**src/rtl/block_stream_gen.sv**
```systemverilog
// block_stream_gen: turns BEGIN/END/CHAR/SPACE commands into a space-terminated ASCII byte stream
// and tracks block nesting depth. Optional build macro MIXED_CASE_EN randomises letter case via an LFSR.
module block_stream_gen #(
  parameter int DEPTH_W = 8
) (
  input  logic               clk,
  input  logic               reset,
  input  logic               cmd_valid,
  output logic               cmd_ready,
  input  logic [1:0]         cmd,
  input  logic [7:0]         cmd_char,
  output logic [7:0]         out,
  output logic               out_valid,
  output logic [DEPTH_W-1:0] depth,
  output logic               underflow,
  output logic               overflow,
  output logic               balanced
);

  localparam logic [1:0] CMD_BEGIN = 2'b00;
  localparam logic [1:0] CMD_END   = 2'b01;
  localparam logic [1:0] CMD_CHAR  = 2'b10;
  localparam logic [1:0] CMD_SPACE = 2'b11;

  localparam logic [DEPTH_W-1:0] DEPTH_MAX = '1;
  localparam logic [DEPTH_W-1:0] DEPTH_ONE = DEPTH_W'(1);

  typedef enum logic {IDLE, EMIT} state_t;

  state_t       state, state_nxt;
  logic [1:0]   tok, tok_nxt;
  logic [7:0]   tok_char, tok_char_nxt;
  logic [2:0]   idx, idx_nxt;
  logic         at_last;
  logic         accept;
  logic         emit_nxt;
  logic [7:0]   byte_nxt;
  logic [7:0]   case_mask;
  logic [DEPTH_W-1:0] depth_nxt;
  logic         underflow_nxt;
  logic         overflow_nxt;

  // Index of the trailing space for each token kind.
  function automatic logic [2:0] last_idx(input logic [1:0] t);
    case (t)
      CMD_BEGIN: last_idx = 3'd5;
      CMD_END:   last_idx = 3'd3;
      CMD_CHAR:  last_idx = 3'd1;
      default:   last_idx = 3'd0;
    endcase
  endfunction

  function automatic logic [7:0] token_byte(input logic [1:0] t, input logic [7:0] c,
                                            input logic [2:0] i);
    token_byte = 8'h20;
    case (t)
      CMD_BEGIN:
        case (i)
          3'd0:    token_byte = 8'h62;
          3'd1:    token_byte = 8'h65;
          3'd2:    token_byte = 8'h67;
          3'd3:    token_byte = 8'h69;
          3'd4:    token_byte = 8'h6E;
          default: token_byte = 8'h20;
        endcase
      CMD_END:
        case (i)
          3'd0:    token_byte = 8'h65;
          3'd1:    token_byte = 8'h6E;
          3'd2:    token_byte = 8'h64;
          default: token_byte = 8'h20;
        endcase
      CMD_CHAR:  token_byte = (i == 3'd0) ? c : 8'h20;
      CMD_SPACE: token_byte = 8'h20;
      default:   token_byte = 8'h20;
    endcase
  endfunction

  assign at_last = (state == EMIT) && (idx == last_idx(tok));
  assign accept  = cmd_valid && cmd_ready;

  always_ff @(posedge clk or negedge reset) begin
    if (!reset) state <= IDLE;
    else        state <= state_nxt;
  end

  // The trailing-space cycle doubles as an acceptance slot so tokens can run back to back.
  always_comb begin
    state_nxt    = state;
    tok_nxt      = tok;
    tok_char_nxt = tok_char;
    idx_nxt      = idx;
    emit_nxt     = 1'b0;
    case (state)
      IDLE: begin
        if (accept) begin
          state_nxt    = EMIT;
          tok_nxt      = cmd;
          tok_char_nxt = cmd_char;
          idx_nxt      = 3'd0;
          emit_nxt     = 1'b1;
        end
      end
      EMIT: begin
        if (at_last) begin
          if (accept) begin
            tok_nxt      = cmd;
            tok_char_nxt = cmd_char;
            idx_nxt      = 3'd0;
            emit_nxt     = 1'b1;
          end else begin
            state_nxt = IDLE;
            idx_nxt   = 3'd0;
          end
        end else begin
          idx_nxt  = idx + 3'd1;
          emit_nxt = 1'b1;
        end
      end
      default: state_nxt = IDLE;
    endcase
  end

  always_comb begin
    cmd_ready     = (state == IDLE) || at_last;
    byte_nxt      = emit_nxt ? (token_byte(tok_nxt, tok_char_nxt, idx_nxt) ^ case_mask) : 8'h20;
    depth_nxt     = depth;
    underflow_nxt = underflow;
    overflow_nxt  = overflow;
    if (at_last && tok == CMD_BEGIN) begin
      if (depth == DEPTH_MAX) overflow_nxt = 1'b1;
      else                    depth_nxt    = depth + DEPTH_ONE;
    end else if (at_last && tok == CMD_END) begin
      if (depth == '0) underflow_nxt = 1'b1;
      else             depth_nxt     = depth - DEPTH_ONE;
    end
  end

`ifdef MIXED_CASE_EN
  logic [7:0] lfsr;
  logic       letter_nxt;

  // Only BEGIN/END letters consume LFSR steps; CHAR bytes and spaces pass through untouched.
  assign letter_nxt = emit_nxt &&
                      (((tok_nxt == CMD_BEGIN) && (idx_nxt != 3'd5)) ||
                       ((tok_nxt == CMD_END)   && (idx_nxt != 3'd3)));
  assign case_mask  = (letter_nxt && lfsr[0]) ? 8'h20 : 8'h00;

  always_ff @(posedge clk or negedge reset) begin
    if (!reset)          lfsr <= 8'hA5;
    else if (letter_nxt) lfsr <= {lfsr[6:0], lfsr[7] ^ lfsr[5] ^ lfsr[4] ^ lfsr[3]};
  end
`else
  assign case_mask = 8'h00;
`endif

  always_ff @(posedge clk or negedge reset) begin
    if (!reset) begin
      tok       <= CMD_SPACE;
      tok_char  <= 8'h20;
      idx       <= 3'd0;
      out       <= 8'h20;
      out_valid <= 1'b0;
      depth     <= '0;
      underflow <= 1'b0;
      overflow  <= 1'b0;
      balanced  <= 1'b1;
    end else begin
      tok       <= tok_nxt;
      tok_char  <= tok_char_nxt;
      idx       <= idx_nxt;
      out       <= byte_nxt;
      out_valid <= emit_nxt;
      depth     <= depth_nxt;
      underflow <= underflow_nxt;
      overflow  <= overflow_nxt;
      balanced  <= (depth_nxt == '0) && !underflow_nxt;
    end
  end

endmodule
```
**config.mk**
```make
export PLATFORM = sky130hd
export DESIGN_NAME = block_stream_gen
export DESIGN_NICKNAME = d
export VERILOG_FILES = /design/src/rtl/block_stream_gen.sv
export SDC_FILE = /design/constraint.sdc
export NUM_CORES = 1
export LEC_CHECK = 0
export CAP_MARGIN = 25
export CORE_UTILIZATION = 57
export CTS_CLUSTER_SIZE = 30
export DETAILED_ROUTE_END_ITERATION = 10
export PLACE_DENSITY_LB_ADDON = 0.25
export SLEW_MARGIN = 20
export SYNTH_ARGS = -nofsm -noshare
export SYNTH_HDL_FRONTEND = slang
export SYNTH_SLANG_ARGS = --single-unit
```
**constraint.sdc**
```tcl
create_clock -name clk -period 4.45 [get_ports clk]
set_input_delay 0.89 -clock clk [delete_from_list [all_inputs] [get_ports clk]]
set_output_delay 0.89 -clock clk [all_outputs]
set_load 0.01 [all_outputs]
```
# == Word level (Yosys, flattened, before mapping) ==
# Cells that the tools add are included.
# Widths: inputs -> output; s select.
# op_classes
addsub,3
eq_ne,11
muxes,25
bitwise_logic,1
n_reduce_logical,13
# op_table
op,n
$mux 8,8
$pmux 7 s5,1
$pmux 8 s4,1
$pmux 7 s3,1
$logic_not 8->1,2
$pmux 8 s2,1
$pmux 3 s3,1
$add 8x1->8 const B,1
$eq 8x8->1 const B,1
$sub 8x1->8 const B,1
$eq 2x2->1 const B,3
$eq 3x2->1 const B,2
$mux 3,2
$pmux 3 s2,1
$logic_and 1x1->1,5
$mux 1,5
$eq 2x1->1 const B,2
$logic_not 2->1,2
$mux 2,2
$pmux 2 s2,1
$add 3x1->3 const B,1
$eq 3x1->1 const B,1
$eq 3x3->1,1
$eq 3x3->1 const B,1
other kinds (6),6
# totals
regBits,33
inputBits,13
out_inout_bits,21
wordCells,62

# == Longest topological paths before layout ==
# logic_depth
word_depth,12
ltp_mapped,8
ltp_nobuf,8

# == Worst setup path after synthesis ==
# OpenSTA, ideal clock, no wires.
# synth_path
kind,flip-flop to flip-flop
startpoint,register depth[2]
endpoint,register balanced
setup_time_ps,88
arrival_ps,2302
required_ps,4362
path_slack_ps,2061
path_stages_with_launch,8
n_path_buf,1
period_less_slack_ps,2389
cell_sequence,dfrtp_1 -> buf_6 -> or4_4 -> or4_4 -> o21ai_4 -> o21ai_2 -> mux2_4 -> nor4b_4
# synth_via
elab_chain_cells,6
word_cells_on_any_way,14
cone_classes,add/sub: 2; eq/ne: 1; mux: 7; reduce/logical: 4
# synth_rtl
item,line,rtl
"start, declared",14,"output logic [DEPTH_W-1:0] depth,"
"start signal, assigned",174,depth <= depth_nxt;
$sub 8x1->8 / $logic_not 8->1 (equally long branches),"135, 134",
$mux 8,134,if (depth == '0) underflow_nxt = 1'b1;
$mux 8,133,end else if (at_last && tok == CMD_END) begin
$mux 8 *,130,if (at_last && tok == CMD_BEGIN) begin
named net depth_nxt[2],39,logic [DEPTH_W-1:0] depth_nxt;
$logic_not 8->1 *,177,balanced <= (depth_nxt == '0) && !underflow_nxt;
$logic_and 1x1->1 *,177,
"end signal, assigned",177,
"end, declared",17,output logic balanced
# Mark *: on every way through the listed nets, which the timed path passes. The rest lies on a longest branch.
# A chain may end at the register's enable or synchronous reset.

# == Worst setup path in the final report ==
# layout_path
startpoint,register tok[0]
endpoint,output cmd_ready
# layout_via
elab_chain_cells,5
word_cells_on_any_way,7
cone_classes,eq/ne: 3; mux: 1; reduce/logical: 3
# layout_rtl
item,line,rtl
"start, declared",31,"logic [1:0] tok, tok_nxt;"
"start signal, assigned",169,tok <= tok_nxt;
$eq 2x2->1 (tied with other cells),45,case (t)
$pmux 3 s3 *,45,
$eq 3x3->1 *,79,assign at_last = (state == EMIT) && (idx == last_idx(tok));
$logic_and 1x1->1 *,79,
$logic_or 1x1->1 *,125,cmd_ready = (state == IDLE) || at_last;
"end, declared",9,"output logic cmd_ready,"
# Mark *: on every way between the ends. The rest lies on a longest branch, timed or not.

==> results.txt <==
- IR analysis of the VDD net gives a maximum drop of 0.5030 mV.
- In this run the tightest slew margin relative to its limit is 0.4242.
- Area of the placeable core: between 3000 and 4000 um^2
- The smallest clock period supported by the final layout is computed as 3345 ps.
* Unrepaired setup endpoints after global routing: no
* Crit end category: output port
* Share of final-layout standard cells stronger than drive strength 1: 0.1440
- Dividing the detail-routed wire length by the instance count gives between 15 and 20 um.
* Number of levels in the clock H-tree: 2
* Die Width: 62.60 um
- Insertion delay to the later sink of the worst-skew pair: 340 ps
* Maximum fanout encountered on the critical timing path: 9
* Startpoint type of the worst setup path: flip-flop
- Number of register bits inferred by synthesis: 33
- For this run, the share of the core covered by cells in the final layout is 0.7319.
- Min-Delay Path Class: flip-flop to flip-flop
* GRT Overall Usage: 0.2699
* Residual DRC count: 0
* Count of fill cells added during filler insertion: 259
* Fin. Hold Viols: 0
* Wire length of the first global-routing pass: 8.390 mm
- Total number of nets in the final design: 266
* Fin Setup TNS: 0 ps
- CTS placed an instance of sky130_fd_sc_hd__clkbuf_4 at the clock tree root.
* Post-synthesis sequential area ratio: 0.3975
- Synthesized Nets: ~230
- Most used cells in the layout excluding fill and tap cells: sky130_fd_sc_hd__clkdlybuf4s50_1 (33), sky130_fd_sc_hd__dfrtp_1 (28), sky130_fd_sc_hd__nor2_1 (19)
- Synth-to-Final Area Change: 19.43%
- Power spent charging and discharging nets: roughly 0.86 mW
- Initial antenna violation count: 0
- Post-route antenna net violation count: 0
- Sequential share of power: 0.316
- Clock tree synthesis inserted a total of 5 buffers.
- Final Non-Filler Cells: approximately 300
* Total of warnings raised by yosys: 0
- After the first detailed-routing iteration, the DRC count stood at 158.
- Worst hold slack after final layout: 463.8 ps
* Critical-path cell list: nand3b_1, o21ai_1, nor2_1, inv_1, clkdlybuf4s50_1
* Part of the total power dissipated in the clock network: 0.085
- Maximum number of pins on one net before global-route repair: 34
- Cts repair resizes: 0
- Cell Rows: 21
- Total vias in the final route: roughly 1,900
- In the finished design, the share of the clock period the worst path needs comes to 0.7516.
- Power comes to 1.913 mW.
- Final GP Congestion: 0.9044
- At the pin with the least slew margin, the transition time is 856.4 ps.
* Die height: 62.60 um
- For this design, the slowest cell found on the critical path is sky130_fd_sc_hd__dfstp_2.
- For this configuration, the core starts out at a cell density of 0.6128.
* FMAX: 299.0 MHz
* Average cell area after synthesis: a little under 10 um^2
* Max-slew violation total from the final report: 0
- The first detailed-routing pass ran for 5 iterations.
* Internal Pwr Total: 1.048 mW
- Of the total power, combinational logic draws 0.599.
* Arrival time at the worst endpoint: 2450 ps
* Hpwl dp: 3.438 mm
- Status: finished, final reports clean
* Commonest non-fill, non-tap cell in the layout: sky130_fd_sc_hd__clkdlybuf4s50_1
- Data required time at the worst endpoint: 3560 ps
* Mean number of vias per cell: ~6.3
- Routed WL: 4.776 mm
- The most used flip-flop cell after synthesis is sky130_fd_sc_hd__dfrtp_1.
- Switch share: 0.4521
* Buffers and inverters on the worst path: 2
- Number of buffers added on ports: 33
- Yosys mapped the design onto 59 distinct sky130hd cell types.
* Diode count: 0
* Max_cap viols: 0
- Deepest clock path buffer count: 2
* Setup violation total in the final timing report: 0
* Max stage delay on crit path: 640 ps
- Summed over all layers, the global routing overflow is 0.
* Placed insts: 288
* Number of global-route vias before repair: 1,740
* Classification of the worst setup path: flip-flop to output port
* # Post-CTS Setup Buffers: 0
* Die ar.: 3919 um^2
- The cell area that synthesis handed to floorplanning was 2093 um^2.
* Family of cells with the greatest summed delay on the critical path: flip-flops
* Number of enable flip-flop cells after synthesis: 0
- Number of buffers added to fix hold violations after cts: 0
* Clk_skew: 10.14 ps
- Number of sinks on the clock net: 33
* Clock input transition at the sequential cells of the worst setup and hold paths: 110 ps
* Leakage: between 1 and 1.5 nW
* IO Pins: 34
- Instance count of the mapped netlist: 216
- Pwr Density: 765.2 nW/um^2
- Counting flops with an async set or reset pin after synthesis yields a share of 1.000.
* TritonCTS clock tree: done
-- Yosys cell counts (4+ instances only) --
| library cell | instances | area, um^2 |
|---|---|---|
| sky130_fd_sc_hd__nand3_1 | 6 | 30.03 |
| sky130_fd_sc_hd__nand2_1 | 12 | 45.04 |
| sky130_fd_sc_hd__inv_1 | 12 | 45.04 |
| sky130_fd_sc_hd__buf_2 | 5 | 25.02 |
| sky130_fd_sc_hd__a21o_1 | 5 | 37.54 |
| sky130_fd_sc_hd__mux2_2 | 9 | 101.4 |
| sky130_fd_sc_hd__ha_1 | 4 | 50.05 |
| sky130_fd_sc_hd__mux2i_1 | 4 | 40.04 |
| sky130_fd_sc_hd__nand4_1 | 5 | 31.28 |
| sky130_fd_sc_hd__a21oi_1 | 6 | 30.03 |
| sky130_fd_sc_hd__dfrtp_1 | 28 | 700.7 |
| sky130_fd_sc_hd__nor4_1 | 4 | 25.02 |
| sky130_fd_sc_hd__dfstp_2 | 5 | 131.4 |
| sky130_fd_sc_hd__o21a_1 | 4 | 30.03 |
| sky130_fd_sc_hd__nand2b_1 | 4 | 25.02 |
| sky130_fd_sc_hd__nor2_1 | 19 | 71.32 |
| sky130_fd_sc_hd__o21ai_0 | 7 | 35.03 |
-- through the flow --
stage | instance area, um^2 | setup WS (ps)
final | 2500 | 1105
after global routing | 2500 | 925.3
after CTS | 2500 | 1113
after detailed placement | 2449 | 1402
after global placement | 2441 | 1417
after floorplan | 2093 | 2061
-- state kept, by name, summed over array words and instances, names as in the netlist --
name,flops
tok,2
overflow,1
idx,3
balanced,1
out_valid,1
underflow,1
out,8
tok_char,8
depth,8
-- area by class of cell --
class / instances / area [um^2] / share of cell area
timing repair buffer: 35 / 345.3 / 0.1381
clock inverter: 2 / 10.01 / 0.004004
inverter: 12 / 45.04 / 0.01802
clock buffer: 6 / 41.29 / 0.01652
sequential: 33 / 832.0 / 0.3328
tap: 46 / 57.56 / 0.02302
multi-input combinational: 162 / 1169 / 0.4675
-- layer usage --
layer  global-route usage  wire length (um)  vias to the layer above
met2               0.4239              2220                       98
met1               0.3692              2080                      884
met5                    0                 0                        -
met4              0.09593                93                        0
li1                     -                 -                      871
met3              0.05474               382                       11
-- kinds of logic (layout without fill, tap and decap cells) --
kind of cell | after synthesis | after routing | share of synthesized area
AOI/OAI and AO/OA | 59 | 59 | 0.2116
adders and majority gates | 4 | 4 | 0.02391
DFF | 33 | 33 | 0.3975
buffers and inverters | 21 | 55 | 0.04423
xor gates and xnor gates | 6 | 6 | 0.02511
muxes | 14 | 14 | 0.07472
and+or+nand+nor | 79 | 79 | 0.2229
-- power by group through the flow --
stage	logic (mW)	clock network (mW)	registers (mW)
after global placement	1.10	0	0.602
after global routing	1.26	0.185	0.625
after CTS	1.14	0.168	0.602
after detailed placement	1.13	0	0.609
final	1.15	0.162	0.605
after floorplan	0.825	0	0.555
-- final timing paths --
path | start | end | slack [ps] | depth (start not counted)
hold reg to reg | overflow | overflow | 460 | 1
setup / recovery | tok[0] | cmd_ready | 1110 | 5
min in group asynchronous | reset | depth[2] | 930 | 2
max in group asynchronous | reset | tok[1] | 3180 | 2
setup reg to reg | tok[0] | out[5] | 1500 | 7
hold / removal | overflow | overflow | 460 | 1
-- worst register-to-register path: stages (launching register included) --
cell,delay (ps)
sky130_fd_sc_hd__dfstp_2,640
sky130_fd_sc_hd__nand3b_1,270
sky130_fd_sc_hd__o21ai_1,370
sky130_fd_sc_hd__o21ai_1,240
sky130_fd_sc_hd__buf_4,260
sky130_fd_sc_hd__a211oi_1,570
sky130_fd_sc_hd__nand3_1,250
sky130_fd_sc_hd__or2_1,290
No activity file was read; power rests on OpenSTA's default activity.
